[src/rtl/leaderboard_sorted.sv]
// Sorted top-DEPTH score table, entry 0 highest; IDLE->CMP->INS, done one cycle after INS.
// Define LEADERBOARD_DEDUP_EN to keep at most one entry per user id (best score wins).
module leaderboard_sorted #(
  parameter int DEPTH   = 3,
  parameter int SCORE_W = 8,
  parameter int ID_W    = 3,
  localparam int RW     = (DEPTH > 1) ? $clog2(DEPTH) : 1
) (
  input  logic                     clk,
  input  logic                     clr,
  input  logic                     in_valid,
  output logic                     in_ready,
  input  logic [SCORE_W-1:0]       in_score,
  input  logic [ID_W-1:0]          in_id,
  output logic [DEPTH*SCORE_W-1:0] score_flat,
  output logic [DEPTH*ID_W-1:0]    id_flat,
  output logic [DEPTH-1:0]         entry_valid,
  output logic                     done,
  output logic                     placed,
  output logic [RW-1:0]            rank
);

  typedef enum logic [1:0] {IDLE, CMP, INS} state_t;

  state_t               state_q, state_d;
  logic [SCORE_W-1:0]   score_q [DEPTH];
  logic [SCORE_W-1:0]   score_d [DEPTH];
  logic [ID_W-1:0]      id_q    [DEPTH];
  logic [ID_W-1:0]      id_d    [DEPTH];
  logic [DEPTH-1:0]     vld_q, vld_d;
  logic [SCORE_W-1:0]   sub_score_q;
  logic [ID_W-1:0]      sub_id_q;
  logic [RW-1:0]        p_q, pos;
  logic                 p_found_q, pos_found;
  logic                 done_q, placed_q;
  logic [RW-1:0]        rank_q;
  int                   last;
`ifdef LEADERBOARD_DEDUP_EN
  logic [RW-1:0]        e_q, dup;
  logic                 e_found_q, dup_found, discard;
`endif

  always_comb begin
    state_d = state_q;
    case (state_q)
      IDLE:    if (in_valid) state_d = CMP;
      CMP:     state_d = INS;
      INS:     state_d = IDLE;
      default: state_d = IDLE;
    endcase
  end

  // Descending scans so the lowest matching index is the one that sticks.
  always_comb begin
    pos       = '0;
    pos_found = 1'b0;
    for (int k = DEPTH - 1; k >= 0; k--) begin
      if (!vld_q[k] || sub_score_q >= score_q[k]) begin
        pos       = RW'(k);
        pos_found = 1'b1;
      end
    end
`ifdef LEADERBOARD_DEDUP_EN
    dup       = '0;
    dup_found = 1'b0;
    discard   = 1'b0;
    for (int k = DEPTH - 1; k >= 0; k--) begin
      if (vld_q[k] && id_q[k] == sub_id_q) begin
        dup       = RW'(k);
        dup_found = 1'b1;
        discard   = (score_q[k] > sub_score_q);
      end
    end
    if (discard) pos_found = 1'b0;
`endif
  end

  // Entries in (p, last] take their upper neighbour; a removed duplicate bounds the shift.
  always_comb begin
`ifdef LEADERBOARD_DEDUP_EN
    last = e_found_q ? int'(e_q) : DEPTH - 1;
`else
    last = DEPTH - 1;
`endif
    vld_d = vld_q;
    for (int k = 0; k < DEPTH; k++) begin
      score_d[k] = score_q[k];
      id_d[k]    = id_q[k];
    end
    if (state_q == INS && p_found_q) begin
      for (int k = 1; k < DEPTH; k++) begin
        if (k > int'(p_q) && k <= last) begin
          score_d[k] = score_q[k-1];
          id_d[k]    = id_q[k-1];
          vld_d[k]   = vld_q[k-1];
        end
      end
      for (int k = 0; k < DEPTH; k++) begin
        if (k == int'(p_q)) begin
          score_d[k] = sub_score_q;
          id_d[k]    = sub_id_q;
          vld_d[k]   = 1'b1;
        end
      end
    end
  end

  always_ff @(posedge clk) begin
    if (clr) begin
      state_q     <= IDLE;
      vld_q       <= '0;
      sub_score_q <= '0;
      sub_id_q    <= '0;
      p_q         <= '0;
      p_found_q   <= 1'b0;
      done_q      <= 1'b0;
      placed_q    <= 1'b0;
      rank_q      <= '0;
      for (int k = 0; k < DEPTH; k++) begin
        score_q[k] <= '0;
        id_q[k]    <= '0;
      end
`ifdef LEADERBOARD_DEDUP_EN
      e_q       <= '0;
      e_found_q <= 1'b0;
`endif
    end else begin
      state_q <= state_d;
      vld_q   <= vld_d;
      for (int k = 0; k < DEPTH; k++) begin
        score_q[k] <= score_d[k];
        id_q[k]    <= id_d[k];
      end
      done_q <= (state_q == INS);
      if (state_q == IDLE && in_valid) begin
        sub_score_q <= in_score;
        sub_id_q    <= in_id;
      end
      if (state_q == CMP) begin
        p_q       <= pos;
        p_found_q <= pos_found;
`ifdef LEADERBOARD_DEDUP_EN
        e_q       <= dup;
        e_found_q <= dup_found;
`endif
      end
      if (state_q == INS) begin
        placed_q <= p_found_q;
        rank_q   <= p_found_q ? p_q : '0;
      end
    end
  end

  always_comb begin
    score_flat = '0;
    id_flat    = '0;
    for (int k = 0; k < DEPTH; k++) begin
      score_flat[k*SCORE_W +: SCORE_W] = score_q[k];
      id_flat[k*ID_W +: ID_W]          = id_q[k];
    end
  end

  assign in_ready    = (state_q == IDLE);
  assign entry_valid = vld_q;
  assign done        = done_q;
  assign placed      = placed_q;
  assign rank        = rank_q;

endmodule

[config.mk]
export PLATFORM = sky130hd
export DESIGN_NAME = leaderboard_sorted
export DESIGN_NICKNAME = d
export VERILOG_FILES = /design/src/rtl/leaderboard_sorted.sv
export SDC_FILE = /design/constraint.sdc
export NUM_CORES = 1
export LEC_CHECK = 0
export ABC_CLOCK_PERIOD_IN_PS = 2000
export BUFFER_PORTS_ARGS = -buffer_cell sky130_fd_sc_hd__buf_2
export CAP_MARGIN = 25
export CORE_ASPECT_RATIO = 1.25
export CORE_MARGIN = 5
export CORE_UTILIZATION = 30
export CTS_CLUSTER_DIAMETER = 50
export DETAILED_ROUTE_END_ITERATION = 8
export PLACE_DENSITY_LB_ADDON = 0.2
export SETUP_SLACK_MARGIN = 0.1
export SYNTH_ARGS = -nofsm -noshare
export SYNTH_HDL_FRONTEND = slang
export SYNTH_SLANG_ARGS = --single-unit
[constraint.sdc]
create_clock -name clk -period 2 [get_ports clk]
set_clock_uncertainty 0.05 [all_clocks]
set_input_delay 0.2 -clock clk [delete_from_list [all_inputs] [get_ports clk]]
set_output_delay 0.2 -clock clk [all_outputs]
set_load 0.01 [all_outputs]
* After elaboration in Yosys (flattened, before gate mapping)
Memories as Yosys holds them, arrays and structs flattened. Cells that the tools add are included.
Cells by class: mux-type cells 34, reduce and logical (&&, ||, !) cells 15, bitwise gates (word level) 6, eq/ne operators 5, order comparisons 5
Operators with widths (number):
- 2-to-1 mux 8 bit | 8
- greater-or-equal comparator 8 bit | 3
- 2-to-1 mux 24 bit | 1
- 2-to-1 mux 3 bit | 8
- 2-to-1 mux 1 bit | 10
- 2-to-1 mux 2 bit | 5
- 2-to-1 mux 9 bit | 1
- bitwise OR 1 bit | 6
- AND reduction 2 bit | 3
- == test 2 bit, first input constant | 2
- logical NOT 2 bit | 2
- one-hot mux 2 bit (2 select lines) | 1
- nonzero test 2 bit | 2
- logical NOT 1 bit | 3
- logical OR 1 bit | 3
- == test 2 x 1 -> 1 bit, second input constant | 1
- == test 2 bit, second input constant | 1
- greater-than comparator 1 x 2 -> 1 bit, first input constant | 1
- greater-than comparator 2 bit, first input constant | 1
- logical AND 1 bit | 2
- != test 2 bit, second input constant | 1
Storage, ports and cells: register bits after elaboration 23, output and inout port bits 41, RAM bits 33, input bits 14, memories 2
Memories:
- score_q | words 3, bits a word 8, read ports 3, clocked after memory_dff 0, wr ports 3, RTL line 26 | logic [SCORE_W-1:0] score_q [DEPTH];
- id_q | words 3, bits a word 3, read ports 3, clocked after memory_dff 0, wr ports 3, RTL line 28 | logic [ID_W-1:0] id_q [DEPTH];

* Longest topological paths before layout
Gate-level depths: netlist (run 1). An unclocked memory read counts as a cell.
depth in word-level cells 6, depth in mapped cells 7

* Worst setup path before layout (run 1)
OpenSTA, ideal clock, no wires.
path type reg-to-reg, start point reg sub_score_q[0], end point reg p_found_q, path buffers 0, cell stages (with the launch flop) 8, arrival 1643 ps, slack 165 ps, clock period less this slack 1835 ps, path through dfxtp_1 > inv_1 > ha_1 > nand2b_4 > a2111oi_4 > nor3_1 > nor4b_4 > a221oi_1
Between the ends: longest elaborated chain between the ends 5
Ends and longest elaborated chain:
- start, declared | RTL line 31 | logic [SCORE_W-1:0] sub_score_q;
- start signal, assigned | RTL line 136 | sub_score_q <= in_score;
- greater-or-equal comparator 8 bit | RTL line 58 | if (!vld_q[k] || sub_score_q >= score_q[k]) begin
- logical OR 1 bit | RTL line 58
- 2-to-1 mux 1 bit (2 in a row) | RTL line 58
- 2-to-1 mux 1 bit (*) | RTL line 58
- end signal, assigned | RTL line 141 | p_found_q <= pos_found;
- end, declared | RTL line 34 | logic p_found_q, pos_found;
Every way passes the cells marked *; elsewhere a longest branch is shown, timed or not. A chain may end at the register's enable or synchronous reset.

* Worst setup path in the final report (run 1)
start point reg sub_score_q[0], end point reg p_q[1]
Between the ends: longest elaborated chain between the ends 5
Ends and longest elaborated chain:
- greater-or-equal comparator 8 bit | RTL line 58
- logical OR 1 bit | RTL line 58
- 2-to-1 mux 2 bit (2 in a row) | RTL line 58
- 2-to-1 mux 2 bit (*) | RTL line 58
- end signal, assigned | RTL line 140 | p_q <= pos;
- end, declared | RTL line 33 | logic [RW-1:0] p_q, pos;
Marked as above.

==> results of run 1 <==
cells in the final DEF (no fill, tap or decap), types with 5 or more instances in the layout:
master	netlist	routed
inv_1	24	23
a211oi_1	10	10
dfxtp_1	56	53
nor2_1	52	52
nand2_1	29	29
buf_2	3	54
buf_4	5	11
mux2i_1	25	25
a21oi_1	24	24
ha_1	24	24
clkbuf_16	0	5
a211oi_2	15	15
per-layer routing:
layer	track usage [%]	wire (um)	up-vias
li1	-	-	1208
met1	15.0	3200	1019
met2	20.1	3300	35
met3	2.91	280	7
met4	5.02	118	0
met5	0	0	-
per-stage QoR:
step	utilization [%]	cells	area, um2
floorplan	-	316	2910
global placement	35.1	492	3360
detailed placement	35.1	492	3360
CTS	36.9	500	3530
global route	37.0	500	3540
finish	37.0	500	3540
worst paths after layout:
kind	slack, ns	to	startpoint
max	0.18	p_q[1]$_SDFFE_PP0N_	sub_score_q[0]$_SDFFE_PP0P_
min reg2reg	0.41	rank[1]$_SDFFE_PP0P_	rank[1]$_SDFFE_PP0P_
max reg2reg	0.18	p_q[1]$_SDFFE_PP0N_	sub_score_q[0]$_SDFFE_PP0P_
min	0.08	sub_id_q[0]$_SDFFE_PP0P_	in_id[0]
sequential cells by signal, indices dropped and copies added (netlist names), 2 cells and up:
| register | count |
|---|---|
| score_q | 24 |
| id_q | 9 |
| sub_score_q | 8 |
| entry_valid | 3 |
| sub_id_q | 3 |
| p_q | 2 |
| rank | 2 |
| state_q | 2 |
area by class of cell:
cell class | count | share of cell area (%)
multi-input combinational | 218 | 45.4
tap | 126 | 4.45
clock buffer | 6 | 3.64
inverter | 25 | 2.65
timing repair buffer | 67 | 11.1
clock inverter | 2 | 0.990
sequential | 56 | 31.8
power breakdown:
group | switching (W) | total, W | internal (W) | leakage (nW)
sequential | 0.0000319 | 0.00117 | 0.00114 | 0.455
combinational | 0.000132 | 0.000241 | 0.000110 | 0.897
clock | 0.000405 | 0.000995 | 0.000590 | 0.0808
timing repair:
item                       CTS  global route
gates resized for setup      3             5
pin swaps                    2             5
setup endpoints to repair    2             3
gates cloned                 0             0
cell usage after synthesis, types with 3 or more instances:
library cell	number
a21oi_1	24
inv_1	24
buf_4	5
clkbuf_1	5
o21a_1	3
a211oi_1	10
nand2_1	29
nor2_1	52
mux2i_1	25
a211oi_2	15
nand2b_1	4
ha_1	24
dfxtp_1	56
buf_2	3
tightest hold or removal path: cells and delay by family:
family,cells,cell delay (ns)
AO/OA/AOI/OAI,1,0.05
AND/OR/NAND/NOR,1,0.04
buffers and inverters,1,0.09
cell families (layout without fill, tap and decap cells):
| kind of cell | after synthesis | in the layout | synth area share, % |
|---|---|---|---|
| AOI/OAI and AO/OA | 66 | 66 | 18.7 |
| DFF | 56 | 56 | 38.6 |
| and+or+nand+nor | 103 | 103 | 17.1 |
| muxes | 25 | 25 | 8.61 |
| buffers and inverters | 42 | 100 | 6.72 |
| adders and majority gates | 24 | 24 | 10.3 |
==> results.yml, run 1 <==
outcome:
  run_status: "finished clean"
yosys:
  yosys_warnings: 0
  synth_seq_area_share_pct: 38.6
  synth_top_cell_by_area: "dfxtp_1"
  yosysUniqueCellTypes: 43
  ys_top_cells_by_area: "dfxtp_1 (39%), ha_1 (10%), mux2i_1 (8.6%)"
  async_flop_share_pct: 0
  synth.cell_area_um2: 2910
  synth_nets: 354
  ys_ff_latch: 56
  synth_edf_count: 0
  synth_top_area_share_pct: 38.6
  synth.avg_cell_area_um2: 9.20
  synth-main-ff-cell: "dfxtp_1"
  netlist_instances: 316
final_layout:
  diodes: 0
  multi_input_area_um2: 1610
  fin_nets: 411
  drive_above_1_share_pct: 28.3
  nFillCells: 1000
  seq_area_um2: 1120
  area_delta_synth_final_pct: 21.8
grt:
  grt_usage_pct: 12.2
  grt_overflow: 0
  grt_max_degree: 25
  antenna_found_initial: 0
  grt_pass1_wl_um: 11500
  first_global_vias: 2282
route:
  drtIter0Drc: 77
  via_per_inst: 4.54
  post-route-drc-count: 0
  drt_pass1_iterations: 5
  vias: 2269
  wire_per_inst_um: 13.8
  finalWirelength_um: 6900
  ant_nets: 0
clock_network:
  clockRootBuffer: "clkbuf_16"
  ctsHoldBuffers: 0
  clk_pin_slew_ns: 0.07
  clk_path_buf_depth: 2
  htreeDepth: 2
  clk-insertion-delay-late_ns: 0.30
  cts_tree: "done"
  numCtsBuffers: 5
  post_cts_buffers: 0
  cts.sink_count: 56
worst_setup_path:
  critical_path_arrival_ns: 1.97
  cpMaxStageDelayCell: "or3b_1"
  max_stage_delay_ns: 0.36
  crit_family: "compound AO/OA/AOI/OAI gates"
  worstPathMaxFanout: 4
  required_ns: 2.15
  critPathKind: "flip-flop to flip-flop"
  ff2ff_path_depth: 7
  worst_setup_path_start_kind: "flip-flop"
  path_cells: "inv_2 -> ha_1 -> or3b_1 -> o2111ai_2 -> a31o_2 -> nand2_1 -> o41ai_2"
  path_buf_inv: 1
  cp_num_cells: 7
  crit_path_end_kind: "flip-flop"
sta:
  worstMarginPinSlew_ns: 0.534
  rsz0062_at_grt: "no"
  worst_slack_ns: 0.179
  post-route-min-period_ns: 1.82
  period_share_pct: 91.0
  tns_ns: 0
  hold_viol_final: 0
  setup_viol: 0
  fmax_ghz: 0.549
  holdWs_ns: 0.0846
  slew_headroom_pct: 64.4
  drv_slew: 0
floorplanning:
  dieWidth_um: 98.0
  io_pins: 55
  core_area_um2: 9560
  start_util_pct: 30.4
  row_count: 40
  die_h_um: 120
  dieArea_um2: 11800
hold_path:
  whs_path_depth: 3
  hold_path_class: "primary input to flip-flop"
pwr:
  leakage_nw: 1.43
  totalPowerFinal_w: 0.00241
  ir_drop_v: 0.000294
  power_density_nw_per_um2: 680
place:
  hpwl_um: 5340
  finalWeightedCongestion: 0.758
  port_buffers: 54
  dp_slack_ns: 0.0570
run:
  drv_cap: 0
No activity file was read; power rests on OpenSTA's default activity.
==> run 2, diff against run 1 <==
- PLACE_DENSITY_LB_ADDON: 0.2 -> 0.12
- SETUP_SLACK_MARGIN: 0.1 -> 0.3
==> results.yml, run 2 (synthesized netlist as in run 1, its figures left out) <==
sta:
  period_share_pct: 87.3
  drv_slew: 0
  hold_viol_final: 0
  fmax_ghz: 0.573
  rsz0062_at_grt: "yes"
  tns_ns: 0
  post-route-min-period_ns: 1.75
  worstMarginPinSlew_ns: 0.531
  slew_headroom_pct: 64.6
  setup_viol: 0
final_layout:
  largest_register_ffs: 24
  reg_top3: "score_q (24), id_q (9), sub_score_q (8)"
  final_cell_mix: "buf_2 (54), nor2_1 (52), dfxtp_1 (47), nand2_1 (29), mux2i_1 (25)"
  diodes: 0
  area_delta_synth_final_pct: 23.0
  drive_above_1_share_pct: 31.7
  final_common_cell: "buf_2"
  regMostFlops: "score_q"
  fin_nets: 412
  stdcell_area_um2: 3570
grt:
  grt_use_met1_pct: 17.1
  grt_usage_pct: 12.6
  antenna_found_initial: 0
  grt_max_degree: 24
  grt_pass1_wl_um: 12000
  first_global_vias: 2309
  met3_usage_pct: 2.67
  grt_overflow: 0
  busiest_layer: "met2"
  globalRouteMet2Util_pct: 19.8
place:
  place_area_um2: 3370
  port_buffers: 54
  hpwl_um: 5490
  finalWeightedCongestion: 0.756
run:
  drv_cap: 0
route:
  wire_per_inst_um: 14.4
  ant_nets: 0
  drt_pass1_iterations: 4
  finalWirelength_um: 7220
  via_per_inst: 4.54
  drtIter0Drc: 67
  post-route-drc-count: 0
  vias: 2274
clock_network:
  htreeDepth: 2
  clk_path_buf_depth: 2
  cts_tree: "done"
  clk-insertion-delay-late_ns: 0.30
  clk_pin_slew_ns: 0.07
  numCtsBuffers: 5
  clockRootBuffer: "clkbuf_16"
  cts.sink_count: 56
hold_path:
  holdPathEnd: "sub_score_q[2]$_SDFFE_PP0P_"
  whs_path_depth: 3
  min_from: "in_score[2]"
  hold_path_class: "primary input to flip-flop"
pwr:
  p_int_w: 0.00173
  pwr-share-comb_pct: 11.0
  seqPwrFrac_pct: 50.3
  leakage_nw: 1.44
  p_switching_w: 0.000603
  clockPowerShare_pct: 38.6
  ir_drop_v: 0.000263
  switching_share_pct: 25.8
  power_density_nw_per_um2: 653
worst_setup_path:
  worst_setup_path_start_kind: "flip-flop"
  path_cells: "inv_1 -> ha_1 -> or3b_1 -> o2111ai_2 -> a31o_2 -> nor3b_4 -> a221oi_2"
  required_ns: 2.11
  cpMaxStageDelayCell: "or3b_1"
  timing.rr.start: "score_q[0][1]$_SDFFE_PP0P_"
  max_stage_delay_ns: 0.39
  ff2ff_path_depth: 7
  critPathKind: "flip-flop to flip-flop"
  crit_path_end_kind: "flip-flop"
  r2r_slack_ns: 0.25
  crit_family: "simple AND/OR/NAND/NOR gates"
  path_buf_inv: 1
  worstPathMaxFanout: 3
  critical_path_arrival_ns: 1.86
  r2r_end: "p_found_q$_SDFFE_PP0N_"
floorplanning:
  io_pins: 55
  die_h_um: 120
  core_area_um2: 9560
  start_util_pct: 30.4
  row_count: 40
  dieWidth_um: 98.0
  dieArea_um2: 11800
outcome:
  run_status: "finished clean"
## run 2: worst reg2reg max path, delay by kind of cell (launching register included)
| kind | cells | cell delay (ns) |
|---|---|---|
| AOI/OAI and AO/OA | 3 | 0.35 |
| adders and majority gates | 1 | 0.22 |
| DFF | 1 | 0.34 |
| buffers and inverters | 1 | 0.07 |
| and+or+nand+nor | 2 | 0.59 |
## run 2: metrics by stage
| step | utilization, % | std cells | worst slack [ns] | hold WS (ns) | total power (W) |
|---|---|---|---|---|---|
| 2_1_floorplan | - | 316 | 0.323 | 0.278 | 0.00136 |
| 3_3_place_gp | 35.3 | 491 | 0.196 | 0.393 | 0.00144 |
| 3_5_place_dp | 35.3 | 491 | 0.142 | 0.398 | 0.00144 |
| 4_1_cts | 37.3 | 501 | 0.258 | 0.0810 | 0.00237 |
| 5_1_grt | 37.4 | 501 | 0.152 | 0.100 | 0.00245 |
| 6_report | 37.4 | 501 | 0.254 | 0.0851 | 0.00233 |
## run 2: worst max-delay path by stage
| stage | from | to | slack (ns) | cells after the start |
|---|---|---|---|---|
| 6_report | score_q[0][1]$_SDFFE_PP0P_ | p_found_q$_SDFFE_PP0N_ | 0.25 | 7 |
| 5_1_grt | score_q[0][18]$_SDFFE_PP0P_ | p_q[1]$_SDFFE_PP0N_ | 0.15 | 7 |
| 4_1_cts | sub_score_q[0]$_SDFFE_PP0P_ | p_found_q$_SDFFE_PP0N_ | 0.26 | 7 |
| 3_5_place_dp | sub_score_q[1]$_SDFFE_PP0P_ | p_found_q$_SDFFE_PP0N_ | 0.14 | 5 |
| 3_3_place_gp | sub_score_q[1]$_SDFFE_PP0P_ | p_found_q$_SDFFE_PP0N_ | 0.20 | 5 |
| 2_1_floorplan | sub_score_q[0]$_SDFFE_PP0P_ | p_found_q$_SDFFE_PP0N_ | 0.32 | 7 |
## run 2: power by group through the flow
| stage | Sequential [W] | Combinational, W | Clock, W |
|---|---|---|---|
| 2_1_floorplan | 0.00119 | 0.000166 | 0 |
| 3_3_place_gp | 0.00120 | 0.000241 | 0 |
| 3_5_place_dp | 0.00120 | 0.000242 | 0 |
| 4_1_cts | 0.00117 | 0.000259 | 0.000940 |
| 5_1_grt | 0.00118 | 0.000294 | 0.000979 |
| 6_report | 0.00117 | 0.000258 | 0.000902 |
## run 2: final cells by class
| cell class | instances | area (um2) |
|---|---|---|
| Fill cell | 1018 | 5980 |
| Sequential cell | 56 | 1130 |
| Clock inverter | 3 | 22.5 |
| Tap cell | 126 | 158 |
| Multi-Input combinational cell | 218 | 1650 |
| Timing Repair Buffer | 68 | 388 |
| Inverter | 25 | 96.3 |
| Clock buffer | 5 | 125 |
## run 2: what timing repair did
| item | 4_1_cts | 5_1_grt |
|---|---|---|
| gates resized for setup | 7 | 4 |
| pin swaps | 2 | 0 |
| hold buffers | 0 | 0 |
| setup endpoints to repair | 3 | 3 |
| setup buffers | 2 | 0 |
## run 2: per-layer routing
| layer | vias to the layer above | wire, um |
|---|---|---|
| met2 | 35 | 3320 |
| met5 | - | 0 |
| met4 | 0 | 94 |
| met3 | 5 | 213 |
| li1 | 1209 | - |
| met1 | 1025 | 3590 |
==> run 3, diff against run 2 <==
- ABC_AREA: unset -> 1
==> results.yml, run 3 <==
outcome:
  run_status: "finished clean"
floorplanning:
  dieWidth_um: 96.7
  io_pins: 55
  die_h_um: 118
  core_area_um2: 9170
  dieArea_um2: 11500
  start_util_pct: 30.7
  row_count: 39
yosys:
  synth_top_area_share_pct: 39.8
  synth_nets: 398
  synth-main-ff-cell: "dfxtp_1"
  ys_top_cells_by_count: "dfxtp_1 (56), inv_1 (51), nand2_1 (44), nor2_1 (43), a211oi_1 (32)"
  ys_top_cells_by_area: "dfxtp_1 (40%), ha_1 (11%), a211oi_1 (8.5%)"
  synth_edf_count: 0
  netlist_instances: 360
  synth_top_cell_by_area: "dfxtp_1"
  synth.cell_area_um2: 2820
  synth_seq_area_share_pct: 39.8
  yosys_warnings: 0
  ys_ff_latch: 56
  yosysMostFrequentCell: "dfxtp_1"
  synth.avg_cell_area_um2: 7.83
  yosysUniqueCellTypes: 29
  async_flop_share_pct: 0
clock_network:
  clk_pin_slew_ns: 0.07
  cts_tree: "done"
  cts.sink_count: 56
  htreeDepth: 2
  numCtsBuffers: 5
  clockRootBuffer: "clkbuf_16"
  clk-insertion-delay-late_ns: 0.30
  clk_path_buf_depth: 2
worst_setup_path:
  critical_path_arrival_ns: 1.78
  required_ns: 2.18
  crit_path_end_kind: "flip-flop"
  worstPathMaxFanout: 4
  critPathKind: "flip-flop to flip-flop"
  worst_setup_path_start_kind: "flip-flop"
sta:
  drv_slew: 0
  worstMarginPinSlew_ns: 0.409
  post-route-min-period_ns: 1.60
  tns_ns: 0
  fmax_ghz: 0.625
  slew_headroom_pct: 72.7
  period_share_pct: 80.1
  setup_viol: 0
  rsz0062_at_grt: "no"
  worst_slack_ns: 0.399
  hold_viol_final: 0
route:
  top_layer: "met4"
  drtIter0Drc: 83
  via_per_inst: 4.66
  met2_wirelength_um: 3840
  ant_nets: 0
  wl_met3_um: 269
  drt_pass1_iterations: 4
  vias: 2515
  wl_met1_um: 3400
  finalWirelength_um: 7600
  post-route-drc-count: 0
  wire_per_inst_um: 14.1
grt:
  grt_max_degree: 32
  grt_pass1_wl_um: 12900
  antenna_found_initial: 0
  grt_usage_pct: 13.7
  first_global_vias: 2546
  grt_overflow: 0
place:
  finalWeightedCongestion: 0.783
  dp.cells: 530
  port_buffers: 54
  hpwl_um: 5660
  dp_slack_ns: 0.327
pwr:
  ir_drop_v: 0.000301
  power_density_nw_per_um2: 720
  totalPowerFinal_w: 0.00251
  leakage_nw: 1.50
run:
  drv_cap: 0
final_layout:
  diodes: 0
  area_delta_synth_final_pct: 23.5
  final_cells: 540
  drive_above_1_share_pct: 26.4
  nFillCells: 1022
  final_cell_mix: "buf_2 (54), inv_1 (50), dfxtp_1 (47), nand2_1 (43), nor2_1 (41)"
  reg_top3: "score_q (24), id_q (9), sub_score_q (8)"
  largest_register_ffs: 24
  fin_nets: 454
  final_common_cell: "buf_2"
  regMostFlops: "score_q"
hold_path:
  hold_path_class: "primary input to flip-flop"
==> run 3: cell types whose count changed in the layout (fill, tap and decap cells not counted), sizes merged, moves of 6 or more <==
cell,change
a21oi,+6
mux2i,-25
nor2,-8
inv,+30
o21ai,+31
nand3,+10
nand2,+15
a211oi,+8
==> run 3: final cells by class <==
class / instances / area [um2] / area share [%]
clock inverters: 2 / 38.8 / 1.11
inverters: 55 / 209 / 6.00
well taps: 123 / 154 / 4.42
clock buffers: 6 / 139 / 3.99
flip-flops and latches: 56 / 1130 / 32.5
repair buffers: 66 / 360 / 10.3
multi-input cells: 232 / 1450 / 41.6
==> run 3: worst max-delay path, cell delays in order, from the launching register on <==
cell     delay [ns]
dfxtp_2        0.36
inv_1          0.05
ha_1           0.30
a21o_1         0.18
nor2_1         0.10
nand4_1        0.18
nor2_1         0.15
nand2_1        0.06
a21oi_1        0.12
==> run 3: power by group <==
group | internal, W | switching [W]
Sequential | 0.00115 | 0.0000321
Combinational | 0.000111 | 0.000172
Clock | 0.000628 | 0.000416
Total | 0.00189 | 0.000620
==> run 3: cell families after synthesis <==
| kind of cell | share of synthesized area [%] |
|---|---|
| AO/OA/AOI/OAI | 23.0 |
| flip-flops | 39.8 |
| AND/OR/NAND/NOR | 15.8 |
| adder cells (fa/ha/maj) | 10.6 |
| buffers and inverters | 10.8 |
==> run 3: path summary, 6_finish.rpt <==
path | startpoint | endpoint | slack (ns) | cells after the start
worst max-delay path | score_q[0][7]$_SDFFE_PP0P_ | p_q[1]$_SDFFE_PP0N_ | 0.40 | 8
worst min-delay path | in_id[1] | sub_id_q[1]$_SDFFE_PP0P_ | 0.13 | 3
worst max register to register | score_q[0][7]$_SDFFE_PP0P_ | p_q[1]$_SDFFE_PP0N_ | 0.40 | 8
worst min register to register | placed$_SDFFE_PP0P_ | placed$_SDFFE_PP0P_ | 0.42 | 2
==> run 3: per-layer routing <==
layer	up-vias	global-route usage [%]
met4	0	3.95
met2	43	24.5
met1	1147	16.5
met3	6	2.77
met5	-	0
li1	1319	-
==> run 3: timing repair <==
action | CTS | global route
buffers inserted | 0 | 2
gates resized for setup | 1 | 18
pin swaps | 0 | 4
endpoints found under the setup margin | 1 | 3
hold buffers | 0 | 0
==> run 3: stage by stage <==
stage	utilization (%)	cell area [um2]	hold WS [ns]
2_1_floorplan	-	2820	0.341
3_3_place_gp	35.1	3220	0.408
3_5_place_dp	35.1	3220	0.412
4_1_cts	37.1	3400	0.118
5_1_grt	38.0	3480	0.139
6_report	38.0	3480	0.126
